==> config.mk <==
export PLATFORM = sky130hd
export DESIGN_NAME = fa9_share_ctrl
export DESIGN_NICKNAME = d
export VERILOG_FILES = /design/src/rtl/fa9_share_ctrl.sv
export SDC_FILE = /design/constraint.sdc
export NUM_CORES = 1
export LEC_CHECK = 0
export ABC_CLOCK_PERIOD_IN_PS = 2470
export BUFFER_PORTS_ARGS = -buffer_cell sky130_fd_sc_hd__buf_2
export CORE_MARGIN = 4
export CORE_UTILIZATION = 45
export CTS_CLUSTER_DIAMETER = 60
export DETAILED_ROUTE_END_ITERATION = 16
export PLACE_DENSITY = 0.8
export SETUP_SLACK_MARGIN = 0.1
export SLEW_MARGIN = 20
export SYNTH_ARGS = -nofsm -noshare
export SYNTH_HDL_FRONTEND = slang
export SYNTH_SLANG_ARGS = --single-unit
==> constraint.sdc <==
create_clock -name clk -period 2.47 [get_ports clk]
set_input_delay 0.247 -clock clk [delete_from_list [all_inputs] [get_ports clk]]
set_output_delay 0.247 -clock clk [all_outputs]
set_load 0.01 [all_outputs]
==> src/rtl/fa9_share_ctrl.sv <==
// Purpose: round-robin time-multiplexer for the shared 9-bit ripple adder.
// Latency: response strobe SETTLE_CYC+1 cycles after the acceptance cycle.
// Backpressure: one-hot req_ready only in IDLE; requesters wait while SETTLE.
module fa9_share_ctrl #(
  parameter int NREQ       = 4,
  parameter int SETTLE_CYC = 3,
  parameter int IDW        = $clog2(NREQ)
) (
  input  logic              clk,
  input  logic              rst_n,
  input  logic [NREQ-1:0]   req_valid,
  input  logic [9*NREQ-1:0] req_a,
  input  logic [9*NREQ-1:0] req_b,
  input  logic [NREQ-1:0]   req_cin,
  output logic [NREQ-1:0]   req_ready,
  output logic [8:0]        add_a,
  output logic [8:0]        add_b,
  output logic              add_cin,
  input  logic [8:0]        add_sum,
  input  logic              add_cout,
  output logic              rsp_valid,
  output logic [IDW-1:0]    rsp_id,
  output logic [8:0]        rsp_sum,
  output logic              rsp_cout,
  output logic              busy
);

  localparam int CW = 4;

  typedef enum logic {IDLE = 1'b0, SETTLE = 1'b1} state_t;

  state_t           state_q, state_d;
  logic [IDW-1:0]   ptr_q, ptr_d;
  logic [CW-1:0]    cnt_q, cnt_d;
  logic [8:0]       add_a_q, add_a_d;
  logic [8:0]       add_b_q, add_b_d;
  logic             add_cin_q, add_cin_d;
  logic [IDW-1:0]   pend_q, pend_d;
  logic             rsp_valid_q, rsp_valid_d;
  logic [IDW-1:0]   rsp_id_q, rsp_id_d;
  logic [8:0]       rsp_sum_q, rsp_sum_d;
  logic             rsp_cout_q, rsp_cout_d;

  logic             gnt_vld;
  logic [IDW-1:0]   gnt_id;
  logic [IDW-1:0]   cand;

  // Round-robin search: walk offsets from high to low so the nearest one to ptr wins.
  always_comb begin
    gnt_vld = 1'b0;
    gnt_id  = '0;
    cand    = '0;
    for (int i = NREQ - 1; i >= 0; i--) begin
      cand = IDW'((int'(ptr_q) + i) % NREQ);
      if (req_valid[cand]) begin
        gnt_vld = 1'b1;
        gnt_id  = cand;
      end
    end
  end

  // Next-state, operand latching, response capture and ready generation.
  always_comb begin
    state_d     = state_q;
    ptr_d       = ptr_q;
    cnt_d       = cnt_q;
    add_a_d     = add_a_q;
    add_b_d     = add_b_q;
    add_cin_d   = add_cin_q;
    pend_d      = pend_q;
    rsp_valid_d = 1'b0;
    rsp_id_d    = rsp_id_q;
    rsp_sum_d   = rsp_sum_q;
    rsp_cout_d  = rsp_cout_q;
    req_ready   = '0;
    unique case (state_q)
      IDLE: begin
        if (gnt_vld) begin
          // Ready is suppressed while reset is held, even though state reads IDLE.
          for (int i = 0; i < NREQ; i++) begin
            if (gnt_id == IDW'(i)) begin
              req_ready[i] = rst_n;
              add_a_d      = req_a[9*i +: 9];
              add_b_d      = req_b[9*i +: 9];
              add_cin_d    = req_cin[i];
            end
          end
          pend_d  = gnt_id;
          ptr_d   = (gnt_id == IDW'(NREQ - 1)) ? '0 : gnt_id + IDW'(1);
          cnt_d   = CW'(1);
          state_d = SETTLE;
        end
      end
      SETTLE: begin
        if (cnt_q == CW'(SETTLE_CYC)) begin
          rsp_valid_d = 1'b1;
          rsp_id_d    = pend_q;
          rsp_sum_d   = add_sum;
          rsp_cout_d  = add_cout;
          cnt_d       = '0;
          state_d     = IDLE;
        end else begin
          cnt_d = cnt_q + CW'(1);
        end
      end
      default: state_d = IDLE;
    endcase
  end

  // State and datapath registers; reset aborts any operation in flight.
  always_ff @(posedge clk or negedge rst_n) begin
    if (!rst_n) begin
      state_q     <= IDLE;
      ptr_q       <= '0;
      cnt_q       <= '0;
      add_a_q     <= '0;
      add_b_q     <= '0;
      add_cin_q   <= 1'b0;
      pend_q      <= '0;
      rsp_valid_q <= 1'b0;
      rsp_id_q    <= '0;
      rsp_sum_q   <= '0;
      rsp_cout_q  <= 1'b0;
    end else begin
      state_q     <= state_d;
      ptr_q       <= ptr_d;
      cnt_q       <= cnt_d;
      add_a_q     <= add_a_d;
      add_b_q     <= add_b_d;
      add_cin_q   <= add_cin_d;
      pend_q      <= pend_d;
      rsp_valid_q <= rsp_valid_d;
      rsp_id_q    <= rsp_id_d;
      rsp_sum_q   <= rsp_sum_d;
      rsp_cout_q  <= rsp_cout_d;
    end
  end

  assign add_a     = add_a_q;
  assign add_b     = add_b_q;
  assign add_cin   = add_cin_q;
  assign rsp_valid = rsp_valid_q;
  assign rsp_id    = rsp_id_q;
  assign rsp_sum   = rsp_sum_q;
  assign rsp_cout  = rsp_cout_q;
  assign busy      = (state_q == SETTLE);

endmodule

==> results.tsv <==
stage	metric	value	unit
status	outcome	completed	
route	drc_errors	0	
floorplanning	die_h	81.65	microns
synth	synth_nets	311	
sta	tns	0	ns
synth	synth_top_family_by_area	multiplexers	
global_route	grt_pass1_vias	2143	
setup_path	rrSetupSlack	0.19	ns
final_layout	fin_area	3352	sq um
synth	yosysSeqAreaShare	42.03	%
setup_path	worstReg2RegEnd	add_b[5]	
global_route	antenna_found_initial	0	
hold_path	min_path_cells	2	
synth	ys_types	41	
synth	synth-compound-area-share	12.10	%
synth	syn_inst	214	
sta	drv_slew	0	
floorplanning	design.core.area	5172	sq um
clock_network	cts_sinks	41	
pwr	power.share.sequential	31.7	%
final_layout	num-fill-cells	424	
sta	max_slew_margin	67.00	%
placed_design	place_area	3148	sq um
clock_network	insertion_delay	0.30	ns
clock_network	clockBufferDepth	2	
placed_design	routabilityCongestion	0.8336	
floorplanning	rows	26	
final_layout	post_route_cells_drive_above_1_share	54.67	%
setup_path	worst_r2r_path_depth	8	
sta	final.setup.worst_slack	0.1929	ns
final_layout	nets	449	
route	drt-pass1-iter-count	9	
route	ant_nets	0	
setup_path	crit_required	2.65	ns
final_layout	area_growth	37.31	%
clock_network	cts_tree	yes	
clock_network	numCtsBuffers	5	
clock_network	cts.htree.levels	2	
synth	ys_seq_elements	41	
synth	yosys.area.top_type	dfrtp_1	
floorplanning	start_util	47.19	%
sta	fin_worst_skew	0.006136	ns
synth	synth_common_cells	41 x dfrtp_1, 39 x inv_1, 22 x mux2_2	
synth	yosysTopAreaCellShare	42.03	%
pwr	pwr-share-clk	11.8	%
synth	synth.area.mux_share	24.91	%
synth	syn-cell-area	2441	sq um
flow_run	maxCapViolations	0	
hold_path	min_path_type	input port to flip-flop	
floorplanning	ios	129	
pwr	intPower	2.353	mW
synth	synthSimpleGateAreaFrac	8.457	%
synth	ys_async_sr_fraction	100.0	%
setup_path	end_kind	flip-flop	
route	wl_per_cell	15.06	microns
placed_design	dpl.hpwl	4.918	mm
pwr	ir_worst_vdd	0.6167	mV
floorplanning	dieArea	6667	sq um
setup_path	crit-reg2reg-launch	ptr_q[0]	
setup_path	critPathLaunchType	flip-flop	
synth	synth_ff_type	dfrtp_1	
synth	synthXorXnorAreaFrac	0	%
sta	fmax	0.4392	GHz
global_route	grt_start_max_net_pins	32	
route	dr.first_iter.drc_count	113	
synth	synth.most_common_cell	dfrtp_1	
pwr	switchingPower	1.407	mW
global_route	grt_first_pass_wirelength	9.611	mm
global_route	overflow	0	
hold_path	whs_endpoint	rsp_sum[8]	
setup_path	critical_path_class	flip-flop to flip-flop	
placed_design	io_buffers	128	
clock_network	cts_root_buf	clkbuf_8	
synth	synth.area.top_cells	dfrtp_1 42%, mux2_2 10%, mux2i_1 8.6%, a222oi_1 7.4%, mux2_4 6.2%	
pwr	p_leak	1.755	nW
placed_design	place_ws	-0.1589	ns
sta	setup_viol	0	
synth	ys.warnings.count	0	
sta	min_period	2.277	ns
final_layout	diodes	0	
synth	syn_area_per_cell	11.41	sq um
pwr	switching_share	37.42	%
synth	synth_edf_count	0	
hold_path	hp-start	add_sum[8]	
sta	rsz0062_at_grt	false	
setup_path	worstPathArrival	2.46	ns
clock_network	cts.clk_slew.worst_paths	0.08	ns
setup_path	cp_max_fo	17	
pwr	power.density	1122	nW/um^2
synth	synth_adder_area_share	2.563	%
pwr	p_comb_share	56.5	%
floorplanning	die_x	81.65	microns
route	routed_wl	6.369	mm
sta	hold_viol	0	
sta	period_share	92.19	%
sta	tightest_slew	0.4913	ns
route	vias_per_cell	5.191	
global_route	track_usage	18.45	%
route	vias	2196	
## flip-flops by register name, summed over array words and instances (netlist names)
signal	cells
pend_q	2
add_cin	1
rsp_valid	1
rsp_sum	9
add_b	9
ptr_q	2
cnt_q	4
rsp_cout	1
add_a	9
busy	1
rsp_id	2
## kinds of logic (layout without fill, tap and decap cells)
logic type                 Yosys count  after routing
muxes                               53             53
buffers and inverters               50            189
DFF                                 41             41
AOI/OAI and AO/OA                   33             33
and+or+nand+nor                     32             32
adders and majority gates            5              5
## cell usage in the layout (no fill, tap or decap), types with 4 or more instances in the layout
master    count
dfrtp_1      40
mux2i_1      21
nand2b_1      5
mux2_2       22
nor2_1        5
nand2_1       4
a222oi_1     18
mux2_4       10
buf_4         8
and3_1        5
buf_2       128
clkbuf_8      5
inv_1        39
## how the worst max path moves through the flow
| stage | slack (ns) | cells after the start | end | start |
|---|---|---|---|---|
| 3_5_place_dp | -0.16 | 8 | add_a[3] | req_valid[3] |
| 6_report | 0.19 | 8 | add_b[5] | ptr_q[0] |
| 2_1_floorplan | 0.22 | 9 | add_a[6] | ptr_q[1] |
| 3_3_place_gp | -0.13 | 8 | add_a[5] | req_valid[3] |
| 5_1_grt | 0.10 | 7 | req_ready[1] | ptr_q[0] |
| 4_1_cts | 0.12 | 8 | add_b[5] | ptr_q[0] |
## layer usage
metal / GRT usage [%] / up-vias / part of all wire [%]
met2: 32.57 / 90 / 50
met5: 0 / - / 0
met1: 22.79 / 1043 / 41
li1: - / 1054 / -
met4: 3.987 / 0 / 1.0
met3: 4.605 / 9 / 8.4
## what timing repair did
item / 4_1_cts / 5_1_grt
pin swaps: 1 / 2
setup buffers: 2 / 1
setup endpoints to repair: 20 / 21
endpoints found under the hold margin: 10 / 0
hold buffers: 1 / 0
gates cloned: 0 / 0
gates resized for setup: 3 / 11
## layout make-up
class / count / area, sq um / area share (%)
inverter: 39 / 146.4 / 4.367
sequential: 41 / 1027 / 30.65
multi-input combinational: 123 / 1211 / 36.13
clock inverter: 3 / 22.52 / 0.6719
tap: 70 / 87.58 / 2.613
clock buffer: 5 / 68.82 / 2.053
timing repair buffer: 142 / 788.3 / 23.52
## critical path, cell delays in order (launching register included)
cell and delay (ns):
dfrtp_1 0.42, nand2b_1 0.15, o2bb2ai_2 0.10, or3_4 0.37, ha_2 0.21, nor4_4 0.33, nor3_4 0.10, buf_12 0.18
mux2_4 0.30
## power groups by stage
stage                     combinational [mW]  clock (mW)  sequential, mW
after floorplan                         1.27           0            1.32
after global placement                  1.93           0            1.18
after detailed placement                1.98           0            1.20
after CTS                               2.04       0.466            1.19
after global routing                    2.30       0.497            1.24
final                                   2.12       0.443            1.19
## per-stage QoR
step	hold WS, ns	power, mW	utilization [%]	instances
detailed placement	0.1570	3.182	60.86	411
global route	0.1679	4.035	64.80	423
floorplan	-0.04859	2.588	-	214
global placement	0.1586	3.112	60.86	411
finish	0.1810	3.759	64.80	423
CTS	0.1680	3.701	63.55	422
No activity file was read; power rests on OpenSTA's default activity.
